`src/rtl/val2_arbiter_if.sv`:
```
//------------------------------------------------------------------------------
// Module  : val2_arbiter_if
// Brief   : Bundle of requester, generator and response signals for the
//           Val2 arbiter. "slave" is the arbiter's view; "master" is the view
//           of the surrounding pipeline (requesters, generator, consumer).
// Rev     : 1.0  initial release
//------------------------------------------------------------------------------
`default_nettype none

interface val2_arbiter_if;
  // Requester 0 (EXE ALU operand path)
  logic        req0_valid;
  logic        req0_ready;
  logic [31:0] req0_rm;
  logic [11:0] req0_shift_operand;
  logic        req0_imm;
  logic        req0_select;
  // Requester 1 (memory address-offset path)
  logic        req1_valid;
  logic        req1_ready;
  logic [31:0] req1_rm;
  logic [11:0] req1_shift_operand;
  logic        req1_imm;
  logic        req1_select;
  // Generator operands and result
  logic [31:0] gen_rm;
  logic [11:0] gen_shift_operand;
  logic        gen_imm;
  logic        gen_select;
  logic [31:0] gen_val_2;
  // Response buffer
  logic        rsp_valid;
  logic        rsp_ready;
  logic [31:0] rsp_val_2;
  logic        rsp_id;
  logic        busy;

  modport slave (
    input  req0_valid, req0_rm, req0_shift_operand, req0_imm, req0_select,
    input  req1_valid, req1_rm, req1_shift_operand, req1_imm, req1_select,
    output req0_ready, req1_ready,
    output gen_rm, gen_shift_operand, gen_imm, gen_select,
    input  gen_val_2,
    output rsp_valid, rsp_val_2, rsp_id, busy,
    input  rsp_ready
  );

  modport master (
    output req0_valid, req0_rm, req0_shift_operand, req0_imm, req0_select,
    output req1_valid, req1_rm, req1_shift_operand, req1_imm, req1_select,
    input  req0_ready, req1_ready,
    input  gen_rm, gen_shift_operand, gen_imm, gen_select,
    output gen_val_2,
    input  rsp_valid, rsp_val_2, rsp_id, busy,
    output rsp_ready
  );
endinterface

`default_nettype wire

```
`src/rtl/val2_arbiter.sv`:
```
//------------------------------------------------------------------------------
// Module  : val2_arbiter
// Brief   : Two-port arbiter/sequencer for the shared Val2 generator. Grants
//           one job at a time, drives the generator from registers, captures
//           its result into a held response buffer with backpressure.
//           Define VAL2_ARB_ROUND_ROBIN_EN for round-robin tie breaking;
//           otherwise requester 0 always wins ties.
// Rev     : 1.0  initial release
//------------------------------------------------------------------------------
`default_nettype none

module val2_arbiter (
  input  wire logic      clk,
  input  wire logic      rst,   // asynchronous, active-low
  val2_arbiter_if.slave  bus
);

  typedef enum logic [1:0] {
    S_IDLE  = 2'd0,
    S_ISSUE = 2'd1,
    S_HOLD  = 2'd2
  } state_t;

  state_t      r_state;
  state_t      w_state_nxt;

  logic        r_last_grant;
  logic        r_job_id;
  logic [31:0] r_gen_rm;
  logic [11:0] r_gen_shift_operand;
  logic        r_gen_imm;
  logic        r_gen_select;
  logic        r_rsp_valid;
  logic [31:0] r_rsp_val_2;
  logic        r_rsp_id;

  logic        w_can_accept;
  logic        w_win;
  logic        w_accept;
  logic        w_ready0;
  logic        w_ready1;
  logic        w_tie_pick;

  // Tie-break choice: alternate against the last grant, or fixed to requester 0
  always_comb begin
`ifdef VAL2_ARB_ROUND_ROBIN_EN
    w_tie_pick = ~r_last_grant;
`else
    w_tie_pick = 1'b0;
`endif
  end

  // Acceptance window, winner selection and per-requester ready; ready is
  // held low while in reset so nothing looks accepted before release
  always_comb begin
    w_can_accept = (r_state == S_IDLE) || ((r_state == S_HOLD) && bus.rsp_ready);
    if (bus.req0_valid && bus.req1_valid) begin
      w_win = w_tie_pick;
    end else begin
      w_win = ~bus.req0_valid;
    end
    w_accept = rst && w_can_accept && (bus.req0_valid || bus.req1_valid);
    w_ready0 = w_accept && !w_win;
    w_ready1 = w_accept &&  w_win;
  end

  // State register
  always_ff @(posedge clk or negedge rst) begin
    if (!rst) begin
      r_state <= S_IDLE;
    end else begin
      r_state <= w_state_nxt;
    end
  end

  // Next-state: a retiring HOLD may chain straight into the next ISSUE
  always_comb begin
    w_state_nxt = r_state;
    case (r_state)
      S_IDLE:  if (w_accept) w_state_nxt = S_ISSUE;
      S_ISSUE: w_state_nxt = S_HOLD;
      S_HOLD:  if (bus.rsp_ready) w_state_nxt = w_accept ? S_ISSUE : S_IDLE;
      default: w_state_nxt = S_IDLE;
    endcase
  end

  // Operand load on accept, result capture in ISSUE, retire on rsp_ready in HOLD
  always_ff @(posedge clk or negedge rst) begin
    if (!rst) begin
      r_last_grant        <= 1'b1;
      r_job_id            <= 1'b0;
      r_gen_rm            <= 32'd0;
      r_gen_shift_operand <= 12'd0;
      r_gen_imm           <= 1'b0;
      r_gen_select        <= 1'b0;
      r_rsp_valid         <= 1'b0;
      r_rsp_val_2         <= 32'd0;
      r_rsp_id            <= 1'b0;
    end else begin
      // Tracked in both arbitration modes; only round-robin consults it
      r_last_grant <= w_accept ? w_win : r_last_grant;
      if (w_accept) begin
        r_job_id            <= w_win;
        r_gen_rm            <= w_win ? bus.req1_rm            : bus.req0_rm;
        r_gen_shift_operand <= w_win ? bus.req1_shift_operand : bus.req0_shift_operand;
        r_gen_imm           <= w_win ? bus.req1_imm           : bus.req0_imm;
        r_gen_select        <= w_win ? bus.req1_select        : bus.req0_select;
      end
      if (r_state == S_ISSUE) begin
        r_rsp_valid <= 1'b1;
        r_rsp_val_2 <= bus.gen_val_2;
        r_rsp_id    <= r_job_id;
      end else if ((r_state == S_HOLD) && bus.rsp_ready) begin
        r_rsp_valid <= 1'b0;
      end
    end
  end

  assign bus.req0_ready        = w_ready0;
  assign bus.req1_ready        = w_ready1;
  assign bus.gen_rm            = r_gen_rm;
  assign bus.gen_shift_operand = r_gen_shift_operand;
  assign bus.gen_imm           = r_gen_imm;
  assign bus.gen_select        = r_gen_select;
  assign bus.rsp_valid         = r_rsp_valid;
  assign bus.rsp_val_2         = r_rsp_val_2;
  assign bus.rsp_id            = r_rsp_id;
  assign bus.busy              = (r_state != S_IDLE);

endmodule

`default_nettype wire

```
`src/flat_wrapper.sv`:
```
// flat-port wrapper written by rule: the top's interface ports become plain ports
module val2_arbiter_flat 
  (clk, rst, bus_req0_valid, bus_req0_rm, bus_req0_shift_operand, bus_req0_imm, bus_req0_select, bus_req1_valid, bus_req1_rm, bus_req1_shift_operand, bus_req1_imm, bus_req1_select, bus_req0_ready, bus_req1_ready, bus_gen_rm, bus_gen_shift_operand, bus_gen_imm, bus_gen_select, bus_gen_val_2, bus_rsp_valid, bus_rsp_val_2, bus_rsp_id, bus_busy, bus_rsp_ready);
  val2_arbiter_if bus_i ();
  input  wire logic clk;
  input  wire logic rst;
  input wire logic [$bits(bus_i.req0_valid)-1:0] bus_req0_valid;
  input wire logic [$bits(bus_i.req0_rm)-1:0] bus_req0_rm;
  input wire logic [$bits(bus_i.req0_shift_operand)-1:0] bus_req0_shift_operand;
  input wire logic [$bits(bus_i.req0_imm)-1:0] bus_req0_imm;
  input wire logic [$bits(bus_i.req0_select)-1:0] bus_req0_select;
  input wire logic [$bits(bus_i.req1_valid)-1:0] bus_req1_valid;
  input wire logic [$bits(bus_i.req1_rm)-1:0] bus_req1_rm;
  input wire logic [$bits(bus_i.req1_shift_operand)-1:0] bus_req1_shift_operand;
  input wire logic [$bits(bus_i.req1_imm)-1:0] bus_req1_imm;
  input wire logic [$bits(bus_i.req1_select)-1:0] bus_req1_select;
  output wire logic [$bits(bus_i.req0_ready)-1:0] bus_req0_ready;
  output wire logic [$bits(bus_i.req1_ready)-1:0] bus_req1_ready;
  output wire logic [$bits(bus_i.gen_rm)-1:0] bus_gen_rm;
  output wire logic [$bits(bus_i.gen_shift_operand)-1:0] bus_gen_shift_operand;
  output wire logic [$bits(bus_i.gen_imm)-1:0] bus_gen_imm;
  output wire logic [$bits(bus_i.gen_select)-1:0] bus_gen_select;
  input wire logic [$bits(bus_i.gen_val_2)-1:0] bus_gen_val_2;
  output wire logic [$bits(bus_i.rsp_valid)-1:0] bus_rsp_valid;
  output wire logic [$bits(bus_i.rsp_val_2)-1:0] bus_rsp_val_2;
  output wire logic [$bits(bus_i.rsp_id)-1:0] bus_rsp_id;
  output wire logic [$bits(bus_i.busy)-1:0] bus_busy;
  input wire logic [$bits(bus_i.rsp_ready)-1:0] bus_rsp_ready;
  assign bus_i.req0_valid = bus_req0_valid;
  assign bus_i.req0_rm = bus_req0_rm;
  assign bus_i.req0_shift_operand = bus_req0_shift_operand;
  assign bus_i.req0_imm = bus_req0_imm;
  assign bus_i.req0_select = bus_req0_select;
  assign bus_i.req1_valid = bus_req1_valid;
  assign bus_i.req1_rm = bus_req1_rm;
  assign bus_i.req1_shift_operand = bus_req1_shift_operand;
  assign bus_i.req1_imm = bus_req1_imm;
  assign bus_i.req1_select = bus_req1_select;
  assign bus_req0_ready = bus_i.req0_ready;
  assign bus_req1_ready = bus_i.req1_ready;
  assign bus_gen_rm = bus_i.gen_rm;
  assign bus_gen_shift_operand = bus_i.gen_shift_operand;
  assign bus_gen_imm = bus_i.gen_imm;
  assign bus_gen_select = bus_i.gen_select;
  assign bus_i.gen_val_2 = bus_gen_val_2;
  assign bus_rsp_valid = bus_i.rsp_valid;
  assign bus_rsp_val_2 = bus_i.rsp_val_2;
  assign bus_rsp_id = bus_i.rsp_id;
  assign bus_busy = bus_i.busy;
  assign bus_i.rsp_ready = bus_rsp_ready;
  val2_arbiter u_core (.clk(clk), .rst(rst), .bus(bus_i));
endmodule
```
`config.mk`:
```
export PLATFORM = sky130hd
export DESIGN_NAME = val2_arbiter_flat
export DESIGN_NICKNAME = d
export VERILOG_FILES = /design/src/rtl/val2_arbiter_if.sv /design/src/rtl/val2_arbiter.sv /design/src/flat_wrapper.sv
export SDC_FILE = /design/constraint.sdc
export NUM_CORES = 1
export LEC_CHECK = 0
export ABC_AREA = 1
export CORE_MARGIN = 1.5
export CORE_UTILIZATION = 35
export DETAILED_ROUTE_END_ITERATION = 16
export PLACE_DENSITY = 0.77
export SETUP_SLACK_MARGIN = 0.2
export SYNTH_ARGS = -nofsm -noshare
export SYNTH_HDL_FRONTEND = slang
export SYNTH_SLANG_ARGS = --single-unit
```
`constraint.sdc`:
```
create_clock -name clk -period 1.3 [get_ports clk]
set_clock_uncertainty 0.2 [all_clocks]
set_input_delay 0.195 -clock clk [delete_from_list [all_inputs] [get_ports clk]]
set_output_delay 0.195 -clock clk [all_outputs]
set_load 0.005 [all_outputs]
```
==> results.toml, run 1 <==
[run_status]
status = "complete, but fails checks"
violations = "hold timing, setup timing"

[synth]
netlist.area_leader.share_pct = 53.8
synthCells = 513
synth-seq-cells = 83
yosysTopAreaCell = "dfrtp_1"
yosysWarnings = 0
synth.net_count = 642
synthFlopType = "dfrtp_1"
synthTopCellsByArea = "dfrtp_1 (54%), nand2_1 (29%), nand3_1 (10%), buf_2 (2.5%), buf_4 (0.97%)"
netlist_top_cells_count = "nand2_1 (301), dfrtp_1 (83), nand3_1 (80), buf_2 (19), clkbuf_1 (9)"
seq_area_frac_synth_pct = 53.8
synth_most_common_cell = "nand2_1"
syn_area_sq_um = 3860
synth.distinct_cells = 14
async_reset_ff_share_pct = 100
synth_edf_count = 0
postSynthAreaPerCell_sq_um = 7.53

[floorplanning]
die_area_sq_um = 11700
core-area_sq_um = 10800
initial_core_util_pct = 35.8
die-width_microns = 108
ioPinCount = 212
rows = 38
die_y_microns = 108

[global_routing]
antenna_found_initial = 0
grt_pass1_wl_mm = 18.6
first_global_vias = 3912
grt_overflow = 0
grtUsageTotal_pct = 20.3
grt_max_degree = 84

[setup_path]
startpoint_type = "flip-flop"
critPathCaptureType = "output port"
cp_slowest_cell = "dfrtp_1"
arrival_ns = 1.25
crit_path_max_incr_delay_ns = 0.40
crit_fanout = 3
crit_buf_inv = 2
worstSetupPathType = "flip-flop to output port"
path_cells = "inv_2, nand2_2, nand2_4, nand2_4, nor2_2, buf_2"
cp_top_family = "flip-flops"
crit_path_frequent_cell = "nand2_4"
worstPathRequired_ns = 0.90

[timing]
fin_crit_sh_pct = 126
maxSlewViolCount = 0
min_period_ns = 1.64
setup_viol = 86
hold_viol = 83
timing.slew.headroom_pct = 33.9
worst_slew_pin_slew_ns = 0.992
setup_slack_ns = -0.341
fmax_ghz = 0.609
rsz0062_at_grt = "true"
timing.hold.ws_ns = -0.0730

[detailed_routing]
drc = 0
vias = 4277
drt_iter0_drc = 237
wl_per_cell_microns = 13.7
drtPass1Iterations = 5
routed_via_density = 4.69
wirelength_mm = 12.5
ant_nets = 0

[finish]
drive_above_1_share_pct = 23.6
nets = 896
fillers = 1001
syn_to_final_growth_pct = 66.6
antenna_cells = 0
final_cells = 911
stdcell_area_sq_um = 6430

[clocking]
cts_tree = "done"
clk_latency_ns = 0.35
cts_made_buffers = 9
cts_root_buffer = "clkbuf_8"
h-tree-depth = 3
path_clk_slew_ns = 0.08
clkSinkCount = 83
clk_path_buf_depth = 2

[placement]
io_buffer_count = 211
place_congestion = 0.785
dp.cells = 843
hpwl_mm = 8.25
dpl-instance-area_sq_um = 6060

[power_and_ir_drop]
powerDensity_nw_per_um2 = 1430
power.leakage_nw = 3.54
power.total_mw = 9.21
vdd_drop_max_mv = 0.716

[run]
cap_violations = 0

[worst_hold_path]
hold_path.class = "primary input to asynchronous set/reset pin"
-- worst register-to-register path: stages, from the launching register on --
cell and delay, ns:
dfrtp_1 0.40, inv_2 0.07, nand2_2 0.07, nand2_4 0.11, buf_4 0.12, buf_8 0.12, buf_12 0.16, nand3_1 0.09
nand2_1 0.09
-- layout make-up --
cell class / instances / area, sq um / area share (%)
timing repair buffer: 278 / 2310 / 35.9
sequential: 83 / 2080 / 32.3
multi-input combinational: 389 / 1630 / 25.4
tap: 140 / 175 / 2.72
clock buffer: 10 / 138 / 2.14
clock inverter: 5 / 77.6 / 1.21
inverter: 6 / 22.5 / 0.350
-- worst paths after layout --
path | from | endpoint | slack (ns) | cells after the start
worst max-delay path | u_core.r_state[0] | bus_req0_ready | -0.34 | 6
worst min-delay path | rst | u_core.r_job_id | -0.07 | 2
worst max register to register | u_core.r_state[0] | u_core.bus.gen_shift_operand[1] | -0.20 | 8
worst min register to register | u_core.bus.gen_shift_operand[11] | u_core.bus.gen_shift_operand[11] | 0.27 | 2
max in group asynchronous | rst | u_core.bus.gen_rm[5] | 0.35 | 2
min in group clk | rst | u_core.r_job_id | 0.06 | 5
-- metrics by stage --
step	setup WS, ns	setup TNS [ns]	util, %
floorplan	-0.0926	-1.93	-
global placement	-0.680	-44.20	56.2
detailed placement	-0.681	-49.75	56.2
CTS	-0.365	-13.27	56.4
global route	-0.418	-19.98	59.6
finish	-0.341	-13.31	59.6
-- layout by cell type (no fill, tap or decap), types with 2 or more instances in the layout --
cell type,netlist,final
dfrtp_1,83,83
clkinv_2,0,2
nand2_4,0,2
bufinv_16,0,2
clkbuf_8,0,11
buf_4,5,58
nor2_2,1,2
buf_6,2,2
nand3_1,80,78
nand2_2,3,2
clkbuf_16,0,2
buf_12,0,4
buf_8,0,2
buf_2,19,83
inv_1,3,2
inv_2,3,4
nand2_1,301,299
clkdlybuf4s50_1,0,126
-- kinds of logic after synthesis --
logic type / synth area share (%)
and+or+nand+nor: 40.5
buffers and inverters: 5.48
DFF: 53.8
AOI/OAI and AO/OA: 0.259
-- layer usage --
| metal | vias up | wire, microns | track usage [%] |
|---|---|---|---|
| met5 | - | 0 | 0 |
| met4 | 0 | 245 | 8.08 |
| met3 | 20 | 1090 | 5.36 |
| met2 | 187 | 6200 | 36.2 |
| met1 | 1968 | 4970 | 23.2 |
| li1 | 2102 | - | - |
-- sequential cells by signal, summed over array words and instances (netlist names) --
name,flops
u_core.bus.gen_rm,32
u_core.r_job_id,1
u_core.bus.gen_shift_operand,12
u_core.bus.gen_select,1
u_core.r_state,2
u_core.bus.rsp_id,1
u_core.bus.rsp_val_2,32
u_core.bus.rsp_valid,1
u_core.bus.gen_imm,1
-- power breakdown --
group / switching, mW / internal, mW
Sequential: 0.374 / 3.31
Combinational: 1.60 / 1.91
Clock: 0.899 / 1.12
Total: 2.88 / 6.34
-- timing repair --
item | 4_1_cts | 5_1_grt
resized for setup | 339 | 20
buffers inserted | 24 | 26
pin swaps | 2 | 4
hold endpoints to repair | 83 | 0
gates cloned | 0 | 3
setup endpoints to repair | 166 | 249
(Power assumes the default switching activity.)
==> inputs of run 2 (changes only) <==
--- a/config.mk
+++ b/config.mk
@@ -7,10 +7,12 @@
 export LEC_CHECK = 0
 export ABC_AREA = 1
 export CORE_MARGIN = 1.5
-export CORE_UTILIZATION = 35
+export CORE_UTILIZATION = 39
+export CTS_CLUSTER_SIZE = 20
 export DETAILED_ROUTE_END_ITERATION = 16
-export PLACE_DENSITY = 0.77
+export PLACE_DENSITY = 0.81
 export SETUP_SLACK_MARGIN = 0.2
+export SLEW_MARGIN = 20
 export SYNTH_ARGS = -nofsm -noshare
 export SYNTH_HDL_FRONTEND = slang
 export SYNTH_SLANG_ARGS = --single-unit
==> constraint.sdc (replaced) <==
create_clock -name clk -period 1.8 [get_ports clk]
set_clock_uncertainty 0.2 [all_clocks]
set_input_delay 0.27 -clock clk [delete_from_list [all_inputs] [get_ports clk]]
set_output_delay 0.27 -clock clk [all_outputs]
set_load 0.005 [all_outputs]
==> results.toml, run 2 (same netlist as run 1, synthesis figures left out) <==
[setup_path]
crit_buf_inv = 2
startpoint = "u_core.r_state[0]"
r2r_cells = 7
worstSetupPathType = "flip-flop to output port"
cp_top_family = "flip-flops"
path_cells = "inv_2, nand2_2, nand2_4, nand2_2, nor2_1, buf_2"
r2r-start = "u_core.r_state[0]"
startpoint_type = "flip-flop"
cp_slowest_cell = "dfrtp_1"
crit_path_frequent_cell = "nand2_2"
path_depth = 6
crit_path_max_incr_delay_ns = 0.39
critPathCaptureType = "output port"
arrival_ns = 1.25
worstPathRequired_ns = 1.33
crit_fanout = 3

[power_and_ir_drop]
p_clk_share_pct = 21.5
power.total_mw = 6.15
powerDensity_nw_per_um2 = 983
p_int_mw = 4.22
power_frac_comb_pct = 35.3
power.leakage_nw = 3.40
switching_power_mw = 1.93
vdd_drop_max_mv = 0.388
p_seq_share_pct = 43.2
sw_frac_of_total_pct = 31.4

[clocking]
clk_latency_ns = 0.35
cts_root_buffer = "clkbuf_8"
path_clk_slew_ns = 0.08
cts_tree = "done"
h-tree-depth = 3
clk_path_buf_depth = 2
cts_made_buffers = 9
clkSinkCount = 83

[global_routing]
first_global_vias = 3732
grt_pass1_wl_mm = 17.7
antenna_found_initial = 0
grt_max_degree = 84
grt_overflow = 0
grtUsageTotal_pct = 21.8

[detailed_routing]
drc = 0
vias = 4095
drtPass1Iterations = 5
ant_nets = 0
routed_via_density = 4.76
wirelength_mm = 11.7
wl_per_cell_microns = 13.6
drt_iter0_drc = 106

[floorplanning]
die_area_sq_um = 10500
rows = 36
die_y_microns = 103
initial_core_util_pct = 39.9
ioPinCount = 212
die-width_microns = 103
core-area_sq_um = 9680

[worst_hold_path]
hp-start = "rst"
hold_depth = 5
hold_path.class = "primary input to flip-flop"

[finish]
antenna_cells = 0
final_common_cell = "nand2_1"
fillers = 864
syn_to_final_growth_pct = 62.0
final_cell_mix = "nand2_1 (300), clkdlybuf4s50_1 (126), dfrtp_1 (83), dlygate4sd2_1 (80), nand3_1 (79)"
multi_input_area_sq_um = 1590
regArea_sq_um = 2080
nets = 852
fin_util_pct = 64.6
drive_above_1_share_pct = 7.14

[run]
cap_violations = 0

[timing]
setup_slack_ns = 0.0830
fmax_ghz = 0.582
timing.slew.headroom_pct = 51.9
fin_crit_sh_pct = 95.4
hold_viol = 0
maxSlewViolCount = 0
min_period_ns = 1.72
rsz0062_at_grt = "true"
setup_viol = 0
worst_slew_pin_slew_ns = 0.722

[placement]
place_congestion = 0.758
dpl_worst_slack_ns = -0.286
hpwl_mm = 8.34
io_buffer_count = 211

[run_status]
status = "complete, no violations"
## run 2: stage by stage
step	hold WS (ns)	std cells	TNS [ns]	instance area (sq um)
after floorplan	-0.226	513	0	3860
after CTS	0.0255	860	0	6220
after global routing	0.176	861	-0.00120	6250
after global placement	0.252	832	-8.74	6040
after detailed placement	0.257	832	-8.42	6040
final	0.141	861	0	6250
## run 2: final cells by class
| class | instances | area share, % |
|---|---|---|
| multi-input combinational | 389 | 25.5 |
| clock inverter | 4 | 0.800 |
| clock buffer | 12 | 2.32 |
| tap | 133 | 2.66 |
| inverter | 6 | 0.360 |
| sequential | 83 | 33.2 |
| timing repair buffer | 234 | 35.2 |
## run 2: worst paths after layout
check | to | slack [ns]
setup / recovery | bus_req0_ready | 0.08
hold reg to reg | u_core.r_state[1] | 0.27
setup reg to reg | u_core.bus.gen_rm[30] | 0.22
min in group asynchronous | u_core.bus.gen_shift_operand[3] | 0.46
max in group asynchronous | u_core.bus.gen_rm[6] | 0.47
hold / removal | u_core.r_job_id | 0.14
## run 2: power groups by stage
stage,logic (mW),clock network [mW],registers [mW]
after floorplan,0.764,0,2.74
after global placement,2.37,0,2.68
after detailed placement,2.43,0,2.71
after CTS,2.18,1.36,2.65
after global routing,2.42,1.43,2.72
final,2.17,1.32,2.65
## run 2: repair_timing
item | 4_1_cts | 5_1_grt
endpoints found under the hold margin | 0 | 83
setup buffers | 12 | 0
hold buffers | 0 | 1
endpoints found under the setup margin | 93 | 85
pin swaps | 1 | 1
gates resized for setup | 93 | 8
## run 2: worst register-to-register path: cells and delay by family (launching register included)
kind | cells | cell delay [ns]
simple gates | 4 | 0.44
flops | 1 | 0.39
buf+inv | 3 | 0.49
## run 2: per-layer routing
metal | global-route usage, % | up-vias | part of all wire, %
met5 | 0 | - | 0
met4 | 8.43 | 0 | 2.0
li1 | - | 2012 | -
met3 | 6.37 | 19 | 9.6
met1 | 25.4 | 1881 | 40
met2 | 38.0 | 183 | 48
==> inputs of run 3 (changes only) <==
--- a/config.mk
+++ b/config.mk
@@ -6,7 +6,7 @@
 export NUM_CORES = 1
 export LEC_CHECK = 0
 export ABC_AREA = 1
-export CORE_MARGIN = 1.5
+export CORE_MARGIN = 2
 export CORE_UTILIZATION = 39
 export CTS_CLUSTER_SIZE = 20
 export DETAILED_ROUTE_END_ITERATION = 16
==> results.toml, run 3 (same netlist as run 1, synthesis figures left out) <==
[timing]
maxSlewViolCount = 0
setup_viol = 1
min_period_ns = 1.82
hold_viol = 0
fin_crit_sh_pct = 101
worst_slew_pin_slew_ns = 0.737
setup_slack_ns = -0.0210
timing.slew.headroom_pct = 50.9
fmax_ghz = 0.549
rsz0062_at_grt = "true"

[finish]
final_cell_mix = "nand2_1 (300), clkdlybuf4s50_1 (126), dfrtp_1 (83), dlygate4sd2_1 (80), nand3_1 (79)"
antenna_cells = 0
syn_to_final_growth_pct = 60.7
final_common_cell = "nand2_1"
multi_input_area_sq_um = 1590
nets = 850
stdcell_area_sq_um = 6200
fillers = 857
regArea_sq_um = 2080
drive_above_1_share_pct = 6.75

[global_routing]
grt_overflow = 0
antenna_found_initial = 0
grtUsageTotal_pct = 23.0
first_global_vias = 4011
grt_max_degree = 84
grt_pass1_wl_mm = 19.8

[power_and_ir_drop]
vdd_drop_max_mv = 0.411
power.leakage_nw = 3.38
powerDensity_nw_per_um2 = 967

[clocking]
h-tree-depth = 3
clk_latency_ns = 0.35
cts_tree = "done"
clk_path_buf_depth = 2
cts_made_buffers = 9
clkSinkCount = 83
cts_root_buffer = "clkbuf_8"
path_clk_slew_ns = 0.08

[detailed_routing]
routed_via_density = 4.78
drtPass1Iterations = 4
wl_per_cell_microns = 14.0
vias = 4103
drt_iter0_drc = 174
drc = 0
ant_nets = 0
wirelength_mm = 12.0

[placement]
place_congestion = 0.816
io_buffer_count = 211
dpl-instance-area_sq_um = 6030
hpwl_mm = 8.45
dpl_worst_slack_ns = -0.297

[setup_path]
startpoint_type = "flip-flop"
worstPathRequired_ns = 1.33
critPathCaptureType = "output port"
worstSetupPathType = "flip-flop to output port"
crit_fanout = 2
arrival_ns = 1.35

[floorplanning]
die_area_sq_um = 10700
rows = 36
ioPinCount = 212
die-width_microns = 104
initial_core_util_pct = 39.9
core-area_sq_um = 9680
die_y_microns = 104

[run_status]
status = "complete, but fails checks"
violations = "setup timing"

[run]
cap_violations = 0

[worst_hold_path]
hold_path.class = "primary input to flip-flop"
run 3: report_power, final:
group	internal [mW]	switching, mW
combinational	1.12	1.03
sequential	2.39	0.265
clock	0.538	0.653
total	4.05	1.95
run 3: layout make-up:
| cell class | instances | share of cell area (%) |
|---|---|---|
| Multi-Input combinational cell | 389 | 25.7 |
| Tap cell | 133 | 2.68 |
| Clock buffer | 12 | 2.34 |
| Clock inverter | 4 | 0.424 |
| Inverter | 6 | 0.363 |
| Sequential cell | 83 | 33.5 |
| Timing Repair Buffer | 232 | 35.0 |
run 3: metrics by stage:
step | util [%] | instances | hold slack, ns | total power, mW | setup TNS [ns]
3_3_place_gp | 62.3 | 833 | 0.253 | 5.05 | -8.63
2_1_floorplan | - | 513 | -0.226 | 3.51 | 0
5_1_grt | 64.1 | 859 | 0.170 | 6.39 | -0.630
3_5_place_dp | 62.3 | 833 | 0.257 | 5.14 | -8.66
4_1_cts | 63.8 | 857 | 0.0164 | 6.04 | -0.0107
6_report | 64.1 | 859 | 0.145 | 6.00 | -0.0210
run 3: worst max-delay path, stage by stage, from the launching register on:
cell and delay, ns:
dfrtp_1 0.39, inv_2 0.09, nand2_2 0.07, nand2_2 0.09, buf_6 0.11, nand2_4 0.05
nor2_1 0.07, buf_2 0.12
run 3: worst paths after layout:
check                                                       end                  start  slack (ns)  depth (start not counted)
worst max-delay path                             bus_req0_ready      u_core.r_state[0]       -0.02                          7
worst min-delay path                            u_core.r_job_id                    rst        0.15                          5
worst max register to register            u_core.bus.gen_rm[18]      u_core.r_state[0]        0.08                          7
worst min register to register            u_core.bus.gen_rm[31]  u_core.bus.gen_rm[31]        0.27                          2
max in group asynchronous       u_core.bus.gen_shift_operand[2]                    rst        0.47                          3
min in group asynchronous       u_core.bus.gen_shift_operand[9]                    rst        0.43                          3
run 3: timing repair:
item	in CTS	in global routing
hold buffers	0	1
resized for setup	94	6
gates cloned	0	0
pin swaps	1	1
hold endpoints to repair	0	83
buffers inserted	8	1
setup endpoints to repair	131	82
run 3: routing by layer:
| metal | track usage (%) | share of wire [%] |
|---|---|---|
| met1 | 27.4 | 41 |
| met2 | 40.1 | 50 |
| met3 | 5.73 | 6.9 |
| met4 | 9.07 | 2.0 |
| met5 | 0 | 0 |
